==> config.mk <==
export PLATFORM = sky130hd
export DESIGN_NAME = writeback_queue
export DESIGN_NICKNAME = d
export VERILOG_FILES = /design/src/rtl/writeback_queue.sv
export SDC_FILE = /design/constraint.sdc
export NUM_CORES = 1
export LEC_CHECK = 0
export CORE_ASPECT_RATIO = 1.75
export CORE_MARGIN = 3
export CORE_UTILIZATION = 45
export CTS_CLUSTER_DIAMETER = 30
export DETAILED_ROUTE_END_ITERATION = 6
export GPL_TIMING_DRIVEN = 0
export PLACE_DENSITY = 0.68
export SYNTH_ARGS = -nofsm -noshare
export SYNTH_HDL_FRONTEND = slang
export SYNTH_SLANG_ARGS = --single-unit
==> constraint.sdc <==
create_clock -name clk -period 2.97 [get_ports clk]
set_input_delay 0.297 -clock clk [delete_from_list [all_inputs] [get_ports clk]]
set_output_delay 0.297 -clock clk [all_outputs]
set_load 0.01 [all_outputs]
==> src/rtl/writeback_queue.sv <==
// In-order write-back staging FIFO in front of the register file write port, with two bypass lookups.
// Optional WBQ_COALESCE_EN: a request for the same register as the youngest entry overwrites that entry in place.
module writeback_queue #(
    parameter int DATA_W = 32,
    parameter int ID_W   = 6,
    parameter int DEPTH  = 4
) (
    input  logic                       clk,
    input  logic                       rst_n,
    input  logic                       in_valid,
    output logic                       in_ready,
    input  logic [ID_W-1:0]            in_reg_id,
    input  logic [DATA_W-1:0]          in_data,
    input  logic                       hold,
    output logic                       write,
    output logic [ID_W-1:0]            WriteRegID,
    output logic [DATA_W-1:0]          WriteData,
    input  logic [ID_W-1:0]            ReadRegID1,
    input  logic [ID_W-1:0]            ReadRegID2,
    output logic                       byp_hit1,
    output logic [DATA_W-1:0]          byp_data1,
    output logic                       byp_hit2,
    output logic [DATA_W-1:0]          byp_data2,
    output logic [$clog2(DEPTH):0]     count
);

    localparam int PTR_W = $clog2(DEPTH);
    localparam int CNT_W = PTR_W + 1;

    logic [ID_W-1:0]   memId   [DEPTH];
    logic [DATA_W-1:0] memData [DEPTH];
    logic [PTR_W-1:0]  headPtr;
    logic [PTR_W-1:0]  tailPtr;
    logic [CNT_W-1:0]  countReg;

    logic notEmpty;
    logic notFull;
    logic drainNow;
    logic acceptNow;
    logic coalesceHit;
    logic allocate;

    assign count    = countReg;
    assign notEmpty = (countReg != '0);
    assign notFull  = (countReg < CNT_W'(DEPTH));
    assign drainNow = notEmpty && !hold;

    // Handshake: a transfer happens on a rising edge where in_valid && in_ready;
    // in_ready never looks at in_valid, and the producer holds its request until taken.
`ifdef WBQ_COALESCE_EN
    logic [PTR_W-1:0] youngPtr;
    logic             youngMatch;

    assign youngPtr    = tailPtr - PTR_W'(1);
    assign youngMatch  = notEmpty && (in_reg_id == memId[youngPtr]);
    // A lone entry being popped this cycle cannot be patched; the request allocates instead.
    assign coalesceHit = youngMatch && !(drainNow && (countReg == CNT_W'(1)));
    assign in_ready    = notFull || youngMatch;
`else
    assign coalesceHit = 1'b0;
    assign in_ready    = notFull;
`endif

    assign acceptNow = in_valid && in_ready;
    // ID 0 is the hardwired zero register: accepted, never stored.
    assign allocate  = acceptNow && (in_reg_id != '0) && !coalesceHit;

    always_ff @(posedge clk or negedge rst_n) begin
        if (!rst_n) begin
            headPtr    <= '0;
            tailPtr    <= '0;
            countReg   <= '0;
            write      <= 1'b0;
            WriteRegID <= '0;
            WriteData  <= '0;
        end else begin
            if (drainNow) begin
                write      <= 1'b1;
                WriteRegID <= memId[headPtr];
                WriteData  <= memData[headPtr];
                headPtr    <= headPtr + PTR_W'(1);
            end else begin
                write <= 1'b0;
            end
            if (allocate) begin
                tailPtr <= tailPtr + PTR_W'(1);
            end
            countReg <= countReg + CNT_W'(allocate) - CNT_W'(drainNow);
        end
    end

    // Storage needs no reset: occupancy alone decides which slots are live.
    always_ff @(posedge clk) begin
        if (allocate) begin
            memId[tailPtr]   <= in_reg_id;
            memData[tailPtr] <= in_data;
        end
`ifdef WBQ_COALESCE_EN
        else if (acceptNow && coalesceHit) begin
            memData[youngPtr] <= in_data;
        end
`endif
    end

    logic [PTR_W-1:0] slot;

    // Scan oldest to youngest so later matches override earlier ones; output stage is oldest of all.
    always_comb begin
        byp_hit1  = 1'b0;
        byp_data1 = '0;
        byp_hit2  = 1'b0;
        byp_data2 = '0;
        slot      = '0;
        if (write && (WriteRegID == ReadRegID1)) begin
            byp_hit1  = 1'b1;
            byp_data1 = WriteData;
        end
        if (write && (WriteRegID == ReadRegID2)) begin
            byp_hit2  = 1'b1;
            byp_data2 = WriteData;
        end
        for (int i = 0; i < DEPTH; i++) begin
            slot = headPtr + PTR_W'(i);
            if (CNT_W'(i) < countReg) begin
                if (memId[slot] == ReadRegID1) begin
                    byp_hit1  = 1'b1;
                    byp_data1 = memData[slot];
                end
                if (memId[slot] == ReadRegID2) begin
                    byp_hit2  = 1'b1;
                    byp_data2 = memData[slot];
                end
            end
        end
        if (ReadRegID1 == '0) begin
            byp_hit1  = 1'b0;
            byp_data1 = '0;
        end
        if (ReadRegID2 == '0) begin
            byp_hit2  = 1'b0;
            byp_data2 = '0;
        end
    end

endmodule

==> results.txt <==
----------------------------------------------------
[Placed design]
  Global placement routability congestion ... 0.967
  Area of placed instances ... 16000 sq um
  Buffers on Ports ... 151
  Post-DP HPWL ... 36900 um

[Routing]
  Total DRC errors in the routed layout ... 4
  Avg WL per Cell ... 31.7 um
  Iteration-0 DRC count of the detailed router ... 1291
  Number of nets still failing antenna checks after routing ... 0
  Via density per instance ... 7.00
  Total number of vias ... 12400
  Count of TritonRoute iterations in the first routing pass ... 7
  Total length of routed wires ... 56300 um

[Layout]
  Number of filler instances in the final layout ... 2245
  Most used cells in the layout excluding fill and tap cells ... sky130_fd_sc_hd__edfxtp_1, sky130_fd_sc_hd__nand2_1, sky130_fd_sc_hd__mux4_2
  Count of antenna diodes in the layout ... 0
  Share of the core filled with cells ... 62.8%
  Final standard cell area without fillers ... 19000 sq um
  Layout overhead on the synthesized area ... 36.9%
  Ratio of cells with drive above 1 in the final layout ... 42.9%
  Commonest non-fill, non-tap cell in the layout ... sky130_fd_sc_hd__edfxtp_1
  Final nets ... 1440

[STA]
  Final worst hold slack ... 410 ps
  Final cycle utilization of the critical path ... 127%
  Count of endpoints failing hold in the final timing report ... 0
  Max Slew Vio Count ... 0
  Tightest slew margin relative to the limit ... 14.0%
  Setup ws final ... -811 ps
  Total of endpoints with negative setup slack in the final report ... 66
  RSZ-0062 raised after global routing ... yes
  Time the final worst path needs with I/O delays and setup ... 3780 ps
  Transition time at the pin with the least slew margin ... 1280 ps
  FMAX ... 265 MHz
  Layout Skew ... 10.1 ps

[Synth]
  Top-area cell type share of the netlist area ... 32.9%
  Count of mapped cells out of synthesis ... 1131
  Synthesis-stage register bit count ... 198
  Most used flip-flop cell after synthesis ... sky130_fd_sc_hd__edfxtp_1
  Area contributors post-synth ... sky130_fd_sc_hd__edfxtp_1, sky130_fd_sc_hd__mux4_2, sky130_fd_sc_hd__dfrtp_1
  Net count after synthesis ... 1194
  Fraction of synthesis flops using an asynchronous set or reset pin ... 23.2%
  Number of warnings reported in the yosys synthesis log ... 0
  Number of synthesized flops with an enable pin ... 152
  Count of unique library cells instantiated by Yosys ... 69
  Average footprint of a synthesized cell ... 12.3 sq um
  Largest area contributor in the netlist ... sky130_fd_sc_hd__edfxtp_1
  Register area share after synthesis ... 41.2%
  Total standard cell area after synthesis ... 13900 sq um

[Die]
  Die Span Y ... 238 um
  IO Pins ... 163
  Area of the die ... 33100 sq um
  Core box area ... 30300 sq um
  Die W ... 139 um
  Effective utilization at floorplan ... 45.8%
  Site row count ... 84

[Power and ir drop]
  Internal power ... 10.1 mW
  NetSw ... 7.96 mW
  Clock Power Share ... 14.0%
  PD cells ... 952 nW/um^2
  Sequential share of power ... 24.4%
  Peak VDD IR ... 0.696 mV
  Combinational power share ... 61.7%
  Switching portion of total power ... 44.0%
  Leakage power ... 6.99 nW

[Setup path]
  R2R cell count ... 9
  List of cells traversed by the critical path ... buf_12, bufbuf_16, mux2i_4, mux2i_4, xor2_2, nor4_4, buf_6, nor2_4, buf_6, a221oi_2, o31ai_2, buf_2
  CP Data Required Time ... 2670 ps
  Setup Crit Path Kind ... reg -> out
  Highest-delay cell along the critical path ... sky130_fd_sc_hd__dfrtp_2
  Worst Setup Start Kind ... flop
  Critical-path maximum fanout ... 10
  Longest individual stage delay on the worst path ... 440 ps
  Critical path endpoint category ... output port
  Data arrival at the endpoint of the critical path ... 3480 ps

[Global route]
  Wire length of the first global-routing pass ... 81000 um
  GRT Resource Usage Total ... 33.1%
  Antenna violations before repair ... 1
  Vias in the first global route ... 12500
  Largest net degree at the start of global routing ... 29
  Total grt overflow ... 0

[Clock network]
  Number of buffers on the longest clock path ... 2
  CTS tree ... yes
  Clk_lat worst skew ... 470 ps
  Number of sinks driven by the clock tree ... 198
  Root buf cell ... sky130_fd_sc_hd__clkbuf_16
  Number of buffers created by CTS ... 17
  H-tree levels ... 4
  Clock-pin slew of the registers on the worst-case setup and hold paths ... 80 ps

[Status]
  Run status ... finished with violations
  Violated checks ... design-rule violations, negative setup slack

[Worst hold path]
  Hold crit path type ... in -> async

[Job]
  Max-capacitance violation count ... 0

----------------------------------------------------
==> timing repair <==
| action | 4_1_cts | 5_1_grt |
|---|---|---|
| cloned | 12 | 2 |
| hold buffers | 1 | 0 |
| endpoints found under the hold margin | 25 | 0 |
| endpoints found under the setup margin | 66 | 68 |
| pin swaps | 61 | 67 |
| resized for setup | 582 | 103 |
| buffers inserted | 55 | 20 |
==> cell families (layout without fill, tap and decap cells) <==
logic type,count (synthesis),in the layout,synth area share [%]
and+or+nand+nor,292,292,10.3
muxes,198,198,24.3
buffers and inverters,127,386,4.74
adders and majority gates,9,9,0.866
AOI/OAI and AO/OA,244,244,14.6
DFF,198,198,41.2
xor gates and xnor gates,63,63,4.03
==> stage by stage <==
step | std cells | setup WS, ps | total power, mW | TNS, ps
floorplan | 1131 | 141 | 10.1 | 0
detailed placement | 1675 | -1520 | 13.4 | -82700
CTS | 1768 | -744 | 17.4 | -41490
global route | 1777 | -819 | 18.7 | -45980
finish | 1777 | -811 | 18.1 | -42750
global placement | 1669 | -1610 | 13.3 | -213640
==> critical path: cells and delay by family, from the launching register on <==
family / cells / cell delay (ps)
simple gates: 2 / 390
flops: 1 / 440
compound gates: 2 / 430
buf+inv: 5 / 1050
xor+xnor: 1 / 210
mux: 2 / 470
==> routing by layer <==
layer | global-route usage, % | wire length (um)
met1 | 36.0 | 17500
met2 | 56.3 | 28200
met3 | 6.92 | 5230
met4 | 25.7 | 5330
met5 | 0 | 13
==> state kept, by name, summed over array words and instances, names as in the netlist <==
name and cells:
memData 128, memId 24, WriteRegID 6, WriteData 32
write 1, tailPtr 2, count 3, headPtr 2
==> final cells by class <==
cell class / instances / area, sq um / share of cell area (%)
multi-input combinational: 806 / 8820 / 46.4
timing repair buffer: 232 / 2220 / 11.7
inverter: 19 / 71.3 / 0.375
clock inverter: 12 / 160 / 0.843
clock buffer: 20 / 468 / 2.46
buffer: 103 / 1060 / 5.56
sequential: 198 / 5720 / 30.1
tap: 387 / 484 / 2.55
==> Yosys cell counts, types with 4 or more instances <==
| library cell | n |
|---|---|
| sky130_fd_sc_hd__and3_1 | 9 |
| sky130_fd_sc_hd__o31ai_1 | 30 |
| sky130_fd_sc_hd__inv_1 | 17 |
| sky130_fd_sc_hd__o2111ai_1 | 9 |
| sky130_fd_sc_hd__nor2_1 | 33 |
| sky130_fd_sc_hd__dfrtp_1 | 46 |
| sky130_fd_sc_hd__buf_4 | 11 |
| sky130_fd_sc_hd__nand2_1 | 137 |
| sky130_fd_sc_hd__buf_1 | 13 |
| sky130_fd_sc_hd__a221oi_1 | 30 |
| sky130_fd_sc_hd__mux2i_1 | 67 |
| sky130_fd_sc_hd__a21oi_1 | 16 |
| sky130_fd_sc_hd__clkbuf_1 | 36 |
| sky130_fd_sc_hd__ha_1 | 8 |
| sky130_fd_sc_hd__nand3_1 | 7 |
| sky130_fd_sc_hd__a22oi_2 | 30 |
| sky130_fd_sc_hd__xor2_1 | 24 |
| sky130_fd_sc_hd__and2_1 | 32 |
| sky130_fd_sc_hd__a22oi_1 | 34 |
| sky130_fd_sc_hd__or4_1 | 4 |
| sky130_fd_sc_hd__buf_6 | 8 |
| sky130_fd_sc_hd__a211oi_1 | 4 |
| sky130_fd_sc_hd__nor3_1 | 20 |
| sky130_fd_sc_hd__o21a_1 | 11 |
| sky130_fd_sc_hd__mux4_2 | 107 |
| sky130_fd_sc_hd__mux2_2 | 20 |
| sky130_fd_sc_hd__nor2b_1 | 6 |
| sky130_fd_sc_hd__buf_2 | 38 |
| sky130_fd_sc_hd__o211ai_1 | 33 |
| sky130_fd_sc_hd__edfxtp_1 | 152 |
| sky130_fd_sc_hd__nand4_1 | 27 |
| sky130_fd_sc_hd__o21ai_0 | 26 |
| sky130_fd_sc_hd__xnor2_1 | 38 |
==> power groups by stage <==
stage	Combinational, mW	Clock, mW	Sequential, mW
after floorplan	5.85	0	4.22
after global placement	8.96	0	4.32
after detailed placement	9.11	0	4.33
after CTS	10.5	2.53	4.33
after global routing	11.6	2.65	4.46
final	11.2	2.53	4.41
==> final timing paths <==
| check | start | endpoint | slack [ps] |
|---|---|---|---|
| max | headPtr[1] | byp_data2[27] | -810 |
| min | rst_n | write | 410 |
| max reg2reg | count[2] | count[2] | 180 |
| min reg2reg | WriteData[1] | WriteData[1] | 580 |
| max in group asynchronous | rst_n | WriteData[13] | 1940 |
| min in group clk | in_data[9] | memData[2][9] | 460 |
Power figures use the tool's default switching activity.
==> variant, RTL diff (config.mk and constraints unchanged) <==
Add a define of `WBQ_COALESCE_EN`.
--- a/src/rtl/writeback_queue.sv
+++ b/src/rtl/writeback_queue.sv
@@ -1,5 +1,7 @@
 // In-order write-back staging FIFO in front of the register file write port, with two bypass lookups.
 // Optional WBQ_COALESCE_EN: a request for the same register as the youngest entry overwrites that entry in place.
+`define WBQ_COALESCE_EN
+
 module writeback_queue #(
     parameter int DATA_W = 32,
     parameter int ID_W   = 6,
Check against the original RTL: not equivalent (a bounded check fails within 4 cycles, from zero or initial values and one cycle with rst_n low).
==> variant against the unedited design <==
The run ends with setup timing left; setup slack got worse by 340 ps; clock skew rose by 4.0 ps; final area rose by 2.6%; worst hold slack got worse by 58 ps; cell count rose by 12%; count of clock-buffer cells in the layout rose by 3; global-route usage rose by 3.4 points; sequential power rose by 0.9%; die area fell by 1.5%; area after synthesis fell by 1.5%; sequential cell count did not move; routed wire length rose by 10%; power rose by 9.3%.
==> variant: results (changes against the unedited design) <==
- Static leakage: 7.491 nW (was 6.989 nW)
- Seq cells: 198 (unchanged)
- Vias per inst: 6.856 (was 6.998)
- Reg2reg start: tailPtr[0]$_DFFE_PN0P_ (was count[2]$_DFF_PN0_)
- Outcome: finished with violations (unchanged)
- Inst Count DP: 1826 (was 1675)
- Postcts setup bufs: 88 (was 55)
- Layout cells sized above 1: 37.53% (was 42.95%)
- Initial antenna violation count: 0 (was 1)
- Multi-input gates: 951 (was 806)
- Final WL: 61940 um (was 56260 um)
- VDD IR-drop max: 0.6944 mV (was 0.6960 mV)
- Setup TNS: -215610 ps (was -42750 ps)
- Avg Inst Size Synth: 10.62 sq um (was 12.27 sq um)
- Drt pass-1 iters: 5 (was 7)
- GP Congestion: 0.9946 (was 0.9667)
- Failing checks: setup timing (was DRC, setup timing)
- Clock buffer cells: 23 (was 20)
- Post-cts sizing count: 629 (was 582)
- Crit Path Max Fanout: 6 (was 10)
- Syn Inst Count: 1287 (was 1131)
- Fraction of area in multi-input gates: 44.33% (was 46.44%)
- Setup violators final: 224 (was 66)
- First-pass GRT wire length: 86260 um (was 80990 um)
- Final worst slack: -1151 ps (was -810.6 ps)
- Top cells by count, synth: nand2_1, edfxtp_1, mux2i_1, nor2_1 (was edfxtp_1, nand2_1, mux4_2, mux2i_1, dfrtp_1)
-- variant: cell types whose count changed in the layout (fill, tap and decap cells not counted), moves of 38 or more --
cell and change:
a22oi_2 -62, mux4_2 -62, mux2i_1 +52, buf_4 +45, nand2_1 +44, a221o_1 +38
-- variant: metal layers --
| layer | part of all wire, % | global-route usage [%] |
|---|---|---|
| met1 | 32 | 40.62 |
| met2 | 48 | 58.70 |
| met3 | 10 | 7.887 |
| met4 | 10 | 30.24 |
| met5 | 0 | 0 |
-- variant: how the worst max path moves through the flow --
stage | to | depth (start not counted) | from | slack, ps
after detailed placement | memData[3][24]$_DFFE_PP_ | 12 | tailPtr[0]$_DFFE_PN0P_ | -2110
final | memData[1][29]$_DFFE_PP_ | 15 | tailPtr[0]$_DFFE_PN0P_ | -1150
after CTS | count[1]$_DFF_PN0_ | 17 | tailPtr[0]$_DFFE_PN0P_ | -1260
after floorplan | memData[1][0]$_DFFE_PP_ | 12 | tailPtr[0]$_DFFE_PN0P_ | -1470
after global routing | count[1]$_DFF_PN0_ | 17 | tailPtr[0]$_DFFE_PN0P_ | -1200
after global placement | memData[1][24]$_DFFE_PP_ | 12 | tailPtr[0]$_DFFE_PN0P_ | -2820
-- variant: cell families after synthesis --
logic type / count (synthesis) / synth area share, %
simple gates: 356 / 11.58
compound gates: 299 / 16.28
mux: 218 / 20.63
flops: 198 / 41.82
buf+inv: 139 / 4.458
xor+xnor: 68 / 4.357
fa+ha+maj: 9 / 0.8788
-- variant: report_power, final --
part / switching [mW] / total, mW / internal, mW
combinational: 7.13 / 12.8 / 5.66
sequential: 0.779 / 4.45 / 3.67
clock: 1.11 / 2.52 / 1.40
